--- src/rtl/minisys_rst_seq_pkg.sv ---
// Shared types and constants for the minisys reset sequencer.
// Holds the FSM state encodings, the reset-level constants and a small helper.
package minisys_rst_seq_pkg;

    typedef enum logic [1:0] {
        ST_HOLD    = 2'b00,
        ST_RELEASE = 2'b01,
        ST_RUN     = 2'b10
    } rst_state_t;

    localparam logic RstEnable  = 1'b1;
    localparam logic RstDisable = 1'b0;

    function automatic int imax(input int a, input int b);
        return (a > b) ? a : b;
    endfunction

endpackage

--- src/rtl/minisys_rst_seq_cnt.sv ---
// rst_seq_cnt: parametrised-width up-counter with sync clear, enable and
// terminal-count flag. Ports: clk, i_clr, i_en, i_lim (terminal value), o_tc.
module rst_seq_cnt #(
    parameter int W = 4
) (
    input  logic         clk,
    input  logic         i_clr,
    input  logic         i_en,
    input  logic [W-1:0] i_lim,
    output logic         o_tc
);

    logic [W-1:0] r_cnt;

    // Clear wins over enable so a state change always restarts from zero.
    always_ff @(posedge clk) begin
        if (i_clr) begin
            r_cnt <= '0;
        end else if (i_en) begin
            r_cnt <= r_cnt + W'(1);
        end
    end

    assign o_tc = (r_cnt == i_lim);

endmodule

--- src/rtl/minisys_rst_seq.sv ---
// minisys_rst_seq: staged reset release with soft restart and optional watchdog.
// Ports: clk, rst (sync, active-high), soft_rst_req, wdt_kick, rst_out[NCH],
// ready, wdt_fired. Macro RST_SEQ_WDT_EN enables the watchdog.
module minisys_rst_seq
    import minisys_rst_seq_pkg::*;
#(
    parameter int NCH         = 4,
    parameter int HOLD_CYCLES = 2,
    parameter int STAGGER     = 1,
    parameter int WDT_LIMIT   = 1024
) (
    input  logic           clk,
    input  logic           rst,
    input  logic           soft_rst_req,
    input  logic           wdt_kick,
    output logic [NCH-1:0] rst_out,
    output logic           ready,
    output logic           wdt_fired
);

    localparam int CW = $clog2(imax(HOLD_CYCLES, STAGGER)) + 1;
    localparam int IW = $clog2(NCH) + 1;

    rst_state_t     r_state;
    logic [NCH-1:0] r_rst_out;
    logic           r_ready;
    logic [IW-1:0]  r_idx;

    logic           w_seq_tc;
    logic           w_seq_clr;
    logic [CW-1:0]  w_seq_lim;
    logic           w_wdt_to;
    logic           w_restart;

    assign w_seq_lim = (r_state == ST_HOLD) ? CW'(HOLD_CYCLES - 1)
                                            : CW'(STAGGER - 1);

    // The shared hold/stagger counter restarts on every state change and
    // on each channel release; it is parked at zero outside HOLD/RELEASE.
    assign w_seq_clr = rst | w_restart | w_seq_tc |
                       ((r_state != ST_HOLD) && (r_state != ST_RELEASE));

    rst_seq_cnt #(.W(CW)) u_seq_cnt (
        .clk   (clk),
        .i_clr (w_seq_clr),
        .i_en  (1'b1),
        .i_lim (w_seq_lim),
        .o_tc  (w_seq_tc)
    );

`ifdef RST_SEQ_WDT_EN
    localparam int WW = $clog2(WDT_LIMIT) + 1;

    logic w_wdt_tc;
    logic w_wdt_clr;
    logic r_wdt_fired;

    assign w_wdt_clr = rst | soft_rst_req | wdt_kick | w_wdt_to |
                       (r_state != ST_RUN);

    rst_seq_cnt #(.W(WW)) u_wdt_cnt (
        .clk   (clk),
        .i_clr (w_wdt_clr),
        .i_en  (r_state == ST_RUN),
        .i_lim (WW'(WDT_LIMIT - 1)),
        .o_tc  (w_wdt_tc)
    );

    assign w_wdt_to = (r_state == ST_RUN) && w_wdt_tc && !wdt_kick;

    // Sticky: only the hard reset clears it.
    always_ff @(posedge clk) begin
        if (rst) begin
            r_wdt_fired <= 1'b0;
        end else if (w_wdt_to) begin
            r_wdt_fired <= 1'b1;
        end
    end

    assign wdt_fired = r_wdt_fired;
`else
    logic w_unused_wdt;
    assign w_unused_wdt = wdt_kick ^ WDT_LIMIT[0];
    assign w_wdt_to     = 1'b0;
    assign wdt_fired    = 1'b0;
`endif

    assign w_restart = soft_rst_req | w_wdt_to;

    always_ff @(posedge clk) begin
        if (rst || w_restart) begin
            r_state   <= ST_HOLD;
            r_rst_out <= {NCH{RstEnable}};
            r_ready   <= 1'b0;
            r_idx     <= '0;
        end else begin
            case (r_state)
                ST_HOLD: begin
                    if (w_seq_tc) begin
                        r_state <= ST_RELEASE;
                        r_idx   <= '0;
                    end
                end
                ST_RELEASE: begin
                    if (w_seq_tc) begin
                        // Lower channels are already clear, so dropping
                        // the lowest set bit releases channel r_idx.
                        r_rst_out <= r_rst_out & (r_rst_out - NCH'(1));
                        if (r_idx == IW'(NCH - 1)) begin
                            r_state <= ST_RUN;
                            r_ready <= 1'b1;
                        end else begin
                            r_idx <= r_idx + IW'(1);
                        end
                    end
                end
                ST_RUN: begin
                    r_ready <= 1'b1;
                end
                default: begin
                    r_state   <= ST_HOLD;
                    r_rst_out <= {NCH{RstEnable}};
                    r_ready   <= 1'b0;
                end
            endcase
        end
    end

    assign rst_out = r_rst_out;
    assign ready   = r_ready;

endmodule

--- config.mk ---
export PLATFORM = sky130hd
export DESIGN_NAME = minisys_rst_seq
export DESIGN_NICKNAME = d
export VERILOG_FILES = /design/src/rtl/minisys_rst_seq_pkg.sv /design/src/rtl/minisys_rst_seq_cnt.sv /design/src/rtl/minisys_rst_seq.sv
export SDC_FILE = /design/constraint.sdc
export NUM_CORES = 1
export LEC_CHECK = 0
export CORE_MARGIN = 2
export CORE_UTILIZATION = 50
export DETAILED_ROUTE_END_ITERATION = 10
export PLACE_DENSITY = 0.72
export SETUP_SLACK_MARGIN = 0.4
export SLEW_MARGIN = 20
export SYNTH_ARGS = -nofsm -noshare
export SYNTH_HDL_FRONTEND = slang
export SYNTH_SLANG_ARGS = --single-unit
--- constraint.sdc ---
create_clock -name clk -period 1.8 [get_ports clk]
set_clock_uncertainty 0.1 [all_clocks]
set_input_delay 0.36 -clock clk [delete_from_list [all_inputs] [get_ports clk]]
set_output_delay 0.36 -clock clk [all_outputs]
set_load 0.05 [all_outputs]
==> metrics, run 1 <==
status=finished clean; top_reg_cell synth=dfxtp_1; crit path kind=reg2reg; Final Cell Area=862.1 sq um; Area growth, synth to finish=32.76%; CTS tree=done; share of the synthesized area in the top cell type=36.99%; post-route setup slack=0.1946 ns; Post-synth top cells=dfxtp_1, nand2_1, ha_1; Core Util, Final=74.57%; Final ANT Viol Nets=0; Leak=0.3064 nW; Post-synth EDFFs=0; # clock sinks=12; power per cell area=660.8 nW/um^2; Placer Congestion=0.6979; largest area contributor in the netlist=dfxtp_1; worst slack at placement=0.09614 ns; clock slew at reported path FFs=0.08 ns; Critical Path Source Type=register; Max clock buf depth=2; hold path start=ready; routed wire length=1356 um; Worst-Skew Late Latency=0.26 ns; number of unique standard cell types used by synthesis=29; Nets=93; Total Die Area=1603 sq um; final slew viol count=0; initial core utilization=56.17%; # diodes=0; crit path max fanout=4; H-tree level count=1; Worst EP arrival=1.65 ns; register area share after synthesis=36.99%; Final min period=1.605 ns; layout cell share with drive strength beyond 1=37.35%; synth top area cells=dfxtp_1, ha_1, mux2i_1; Ys Warns=0; Worst EP required=1.85 ns; R2R Path Start=r_state[1]; worst vdd ir=0.0005347 V; Mapped Area=649.4 sq um; # hold bufs at CTS=0; IO Pins=10; Die X-Extent=40.04 um; HPWL after DPL=962.4 um; Port-buffer cells=7; DP Area=743.2 sq um; Seq. cell area=247.7 sq um; largest net degree at the start of global routing=13; maxcap violations=0; global-route wire length before repair=2145 um; Setup TNS=0 ns; fmax=0.6229 GHz; number of CTS-inserted buffers=3; fraction of registers with async set/reset=0%; die height=40.04 um; total gr overflow=0; Via Count=537; Detailed Route Iter0 Violations=8; Syn Nets=79; Total GRT Usage=19.95%; final std cells w/o fill=97; routed len/inst=13.98 um; post-route clock period utilization=89.19%; Root Buffer=clkbuf_4; placed instance count=90; cells after synthesis=70; Hold WS=0.3572 ns; Vias per Instance=5.536; multi-input logic area=434.2 sq um; # rows=12; Hold Crit Class=reg2reg; top-count cell post-synth=dfxtp_1; Final setup violation count=0; Worst setup EP type=register; initial antenna violation count=0; RSZ-0062 raised after global routing=true; CP Launch Point=r_state[1]; vias in the first global route=499; drt pass-1 iters=4; core box area=1156 sq um; syn_area_per_cell=9.277 sq um; Fill cells=84; Final Hold Viols=0; number of synthesized register bits=12; number of remaining DRC errors=0; Total Power=0.5697 mW
-- sequential cells by signal, indices dropped and copies added (netlist names) --
register	flops
ready	1
r_state	2
u_seq_cnt.r_cnt	2
r_idx	3
rst_out	4
-- path summary, 6_finish.rpt --
check / endpoint / slack [ns] / cells past startpoint
worst min register to register: ready / 0.36 / 2
worst min-delay path: ready / 0.36 / 2
worst max-delay path: r_state[1] / 0.19 / 6
worst max register to register: r_state[1] / 0.19 / 6
-- area by class of cell --
cell class	count	share of cell area, %
inverter	3	1.887
clock buffer	4	4.209
tap	14	2.032
sequential	12	28.74
timing repair buffer	13	12.77
multi-input combinational	51	50.36
-- power breakdown --
group,switching [mW],internal [mW],total (mW)
sequential,0.00633,0.269,0.275
combinational,0.0468,0.0375,0.0843
clock,0.0874,0.123,0.210
-- cells by family (layout without fill, tap and decap cells) --
group | Yosys count | after routing | share of synthesized area (%)
other | 1 | 1 | 0.5775
DFF | 12 | 12 | 36.99
AOI/OAI and AO/OA | 16 | 16 | 20.23
adders and majority gates | 5 | 5 | 9.634
and+or+nand+nor | 26 | 26 | 22.16
muxes | 3 | 3 | 4.624
buffers and inverters | 7 | 20 | 5.779
-- worst max-delay path, cell delays in order (launching register included) --
cell	delay, ns
dfxtp_2	0.36
inv_4	0.05
ha_4	0.17
nor2b_4	0.13
a221o_1	0.37
o211ai_1	0.21
o31ai_1	0.10
-- placed cells by master, fill, tap and decap left out, drive strengths merged --
cell type,netlist,routed
dfxtp,12,12
buf,3,11
nand2,7,7
nor2,5,5
ha,5,5
nand2b,4,4
o31ai,4,4
clkbuf,1,4
o21ai,3,3
mux2i,3,3
inv,3,3
a21oi,2,2
o211ai,2,2
nand3,2,2
nand3b,2,2
clkdlybuf4s50,0,2
nor4,2,2
nor2b,2,2
or2,1,1
a221o,1,1
a2111o,1,1
or3b,1,1
a32oi,1,1
o211a,1,1
a21o,1,1
conb,1,1
-- layer usage --
layer,global-route usage [%],wire [um],vias up,part of all wire [%]
li1,-,-,278,-
met1,24.75,638,256,47
met2,35.08,696,3,51
met3,3.333,21,0,1.5
met4,5.172,0,0,0
met5,0,0,-,0
-- timing repair --
action,in CTS,in global routing
setup endpoints to repair,10,11
pin swaps,4,5
gates resized for setup,7,8
setup buffers,2,1
Power figures use the tool's default switching activity.
==> run 2, diff against run 1 <==
--- a/config.mk
+++ b/config.mk
@@ -8,9 +8,11 @@
 export CORE_MARGIN = 2
 export CORE_UTILIZATION = 50
 export DETAILED_ROUTE_END_ITERATION = 10
+export MAX_ROUTING_LAYER = met4
 export PLACE_DENSITY = 0.72
 export SETUP_SLACK_MARGIN = 0.4
 export SLEW_MARGIN = 20
 export SYNTH_ARGS = -nofsm -noshare
 export SYNTH_HDL_FRONTEND = slang
+export SYNTH_HIERARCHICAL = 1
 export SYNTH_SLANG_ARGS = --single-unit
==> run 2 against run 1 <==
- combinational power shrank 10%
- global-route usage down 3.3 points
- routed wire length down 14%
- first-iteration DRC count down 38%
- worst setup slack gained 0.071 ns
- core utilization decreased by 4.5 points
- sequential power about the same
- clock power shrank 21%
- highest routed layer is now met4
==> metrics, run 2 <==
Min-Delay Endpoint=rst_out[3] (was ready); top-count cell post-synth=dfxtp_1 (unchanged); Final setup violation count=0 (unchanged); crit path max fanout=5 (was 4); IO Pins=10 (unchanged); switch share=25.59% (was 24.67%); largest area contributor in the netlist=dfxtp_1 (unchanged); H-tree level count=1 (unchanged); Detailed Route Iter0 Violations=5 (was 8); Core Util, Final=70.11% (was 74.57%); global-route wire length before repair=1683 um (was 2145 um); worst slack at placement=0.1534 ns (was 0.09614 ns); worst vdd ir=0.0004679 V (was 0.0005347 V); Placer Congestion=0.6793 (was 0.6979); die height=40.76 um (was 40.04 um); Post-synth top cells=dfxtp_1, ha_1, nor2_1 (was dfxtp_1, nand2_1, ha_1); total gr overflow=0 (unchanged); Fill cells=108 (was 84); number of remaining DRC errors=0 (unchanged); Worst setup EP type=register (unchanged); crit path kind=reg2reg (unchanged); status=finished clean (unchanged); Mapped Area=675.6 sq um (was 649.4 sq um); worst r2r dst=r_state[0] (was r_state[1]); worst hold path cell count=1 (was 2); synth top area cells=dfxtp_1, ha_1, a21boi_1 (was dfxtp_1, ha_1, mux2i_1); Reg2Reg Depth=7 (was 6); power per cell area=568.2 nW/um^2 (was 660.8 nW/um^2); flop-to-flop setup slack=0.27 ns (was 0.19 ns); RSZ-0062 raised after global routing=true (unchanged); core box area=1285 sq um (was 1156 sq um); vias in the first global route=420 (was 499); Worst EP arrival=1.65 ns (about the same); Ys Warns=6 (was 0); fmax=0.6517 GHz (was 0.6229 GHz); drt pass-1 iters=4 (unchanged); commonest cells after routing, fill and taps aside=buf_4, dfxtp_1, conb_1 (was buf_4, dfxtp_1, nand2_1); cells after synthesis=71 (was 70); # clock sinks=12 (unchanged); fraction of registers with async set/reset=0% (unchanged); multi-input logic area=508.0 sq um (was 434.2 sq um); # hold bufs at CTS=0 (unchanged); syn_area_per_cell=9.516 sq um (was 9.277 sq um); number of flip-flops in the largest register=4 (unchanged); Final ANT Viol Nets=0 (unchanged); Hold Crit Class=reg2reg (unchanged); post-route clock period utilization=85.25% (was 89.19%); Max clock buf depth=2 (unchanged); Critical Path Source Type=register (unchanged); register area share after synthesis=35.56% (was 36.99%); Total GRT Usage=16.65% (was 19.95%); Leak=0.3218 nW (was 0.3064 nW); share of the synthesized area in the top cell type=35.56% (was 36.99%); largest net degree at the start of global routing=9 (was 13); R2R Path Start=r_state[1] (unchanged); Via Count=526 (was 537); number of CTS-inserted buffers=3 (unchanged); clock slew at reported path FFs=0.07 ns (was 0.08 ns); post-route setup slack=0.2656 ns (was 0.1946 ns); Final min period=1.534 ns (was 1.605 ns); routed wire length=1170 um (was 1356 um); Die X-Extent=40.76 um (was 40.04 um); Nets=100 (was 93); maxcap violations=0 (unchanged); CTS tree=done (unchanged); Final Hold Viols=0 (unchanged); Vias per Instance=5.107 (was 5.536); Area growth, synth to finish=33.33% (was 32.76%); Post-synth EDFFs=0 (unchanged); Root Buffer=clkbuf_4 (unchanged); number of synthesized register bits=12 (unchanged); number of unique standard cell types used by synthesis=29 (unchanged); power share of the clock group=32.2% (was 36.9%); Worst EP required=1.91 ns (was 1.85 ns); routed len/inst=11.36 um (was 13.98 um); internal power=0.3809 mW (was 0.4291 mW); initial antenna violation count=0 (unchanged); Worst-Skew Late Latency=0.27 ns (was 0.26 ns); sequential share of power=53.1% (was 48.3%); HPWL after DPL=846.4 um (was 962.4 um); initial core utilization=52.58% (was 56.17%); Comb pwr share=14.7% (was 14.8%); Sw Pwr=0.1310 mW (was 0.1405 mW); final slew viol count=0 (unchanged); Total Die Area=1661 sq um (was 1603 sq um); layout cell share with drive strength beyond 1=38.64% (was 37.35%); Port-buffer cells=7 (unchanged); Setup TNS=0 ns (unchanged); hold path start=rst_out[3] (was ready); # rows=13 (was 12); Seq. cell area=242.7 sq um (was 247.7 sq um); top_reg_cell synth=dfxtp_1 (unchanged); # diodes=0 (unchanged)
## run 2: how the worst max path moves through the flow
stage	cells past startpoint	from	slack, ns	endpoint
after floorplan	6	r_state[0]	0.27	r_state[1]
after global placement	7	r_state[0]	0.15	r_state[0]
after detailed placement	7	r_state[0]	0.15	r_state[0]
after CTS	7	r_state[1]	0.23	r_state[0]
after global routing	7	r_state[1]	0.18	r_state[0]
final	7	r_state[1]	0.27	r_state[0]
## run 2: stage by stage
step                area (sq um)  power [mW]  hold slack (ns)  cells
floorplan                  723.2      0.3300           0.3533     74
global placement           799.5      0.3428           0.3380     96
detailed placement         799.5      0.3427           0.3446     96
CTS                        864.6      0.5137           0.3625    103
global route               900.9      0.5346           0.3788    103
finish                     900.9      0.5118           0.3589    103
## run 2: worst max-delay path: stages (launching register included)
cell	delay, ns
dfxtp_2	0.35
inv_4	0.04
ha_4	0.16
xor2_2	0.15
nor2_4	0.13
o21ba_4	0.19
nor3_2	0.15
o221a_1	0.20
## run 2: final cells by class
class                           count  share of cell area, %
Sequential cell                    12                  26.94
Multi-Input combinational cell     58                  56.39
Tap cell                           15                  2.083
Timing Repair Buffer               12                  10.56
Clock buffer                        3                  2.500
Inverter                            3                  1.528
## run 2: kinds of logic after synthesis
kind of cell               share of synthesized area [%]
AOI/OAI and AO/OA                                  23.52
xor gates and xnor gates                           3.890
adders and majority gates                          11.11
buffers and inverters                              2.778
DFF                                                35.56
muxes                                              1.482
other                                              1.112
and+or+nand+nor                                    20.56
## run 2: power groups by stage
| stage | clock, mW | combinational (mW) | sequential (mW) |
|---|---|---|---|
| 3_3_place_gp | 0 | 0.0647 | 0.278 |
| 6_report | 0.165 | 0.0755 | 0.272 |
| 4_1_cts | 0.173 | 0.0691 | 0.271 |
| 3_5_place_dp | 0 | 0.0646 | 0.278 |
| 5_1_grt | 0.180 | 0.0822 | 0.272 |
| 2_1_floorplan | 0 | 0.0513 | 0.279 |
## run 2: metal layers
layer | global-route usage (%) | vias up | share of wire (%)
met3 | 3.261 | 4 | 3.2
met1 | 21.45 | 234 | 50
met4 | 12.50 | 0 | 2.2
met5 | - | - | 0
li1 | - | 279 | -
met2 | 22.62 | 9 | 45
## run 2: what timing repair did
action | 4_1_cts | 5_1_grt
pin swaps | 4 | 2
setup endpoints to repair | 12 | 12
buffers inserted | 4 | 0
endpoints found under the hold margin | 0 | 0
gates resized for setup | 4 | 6
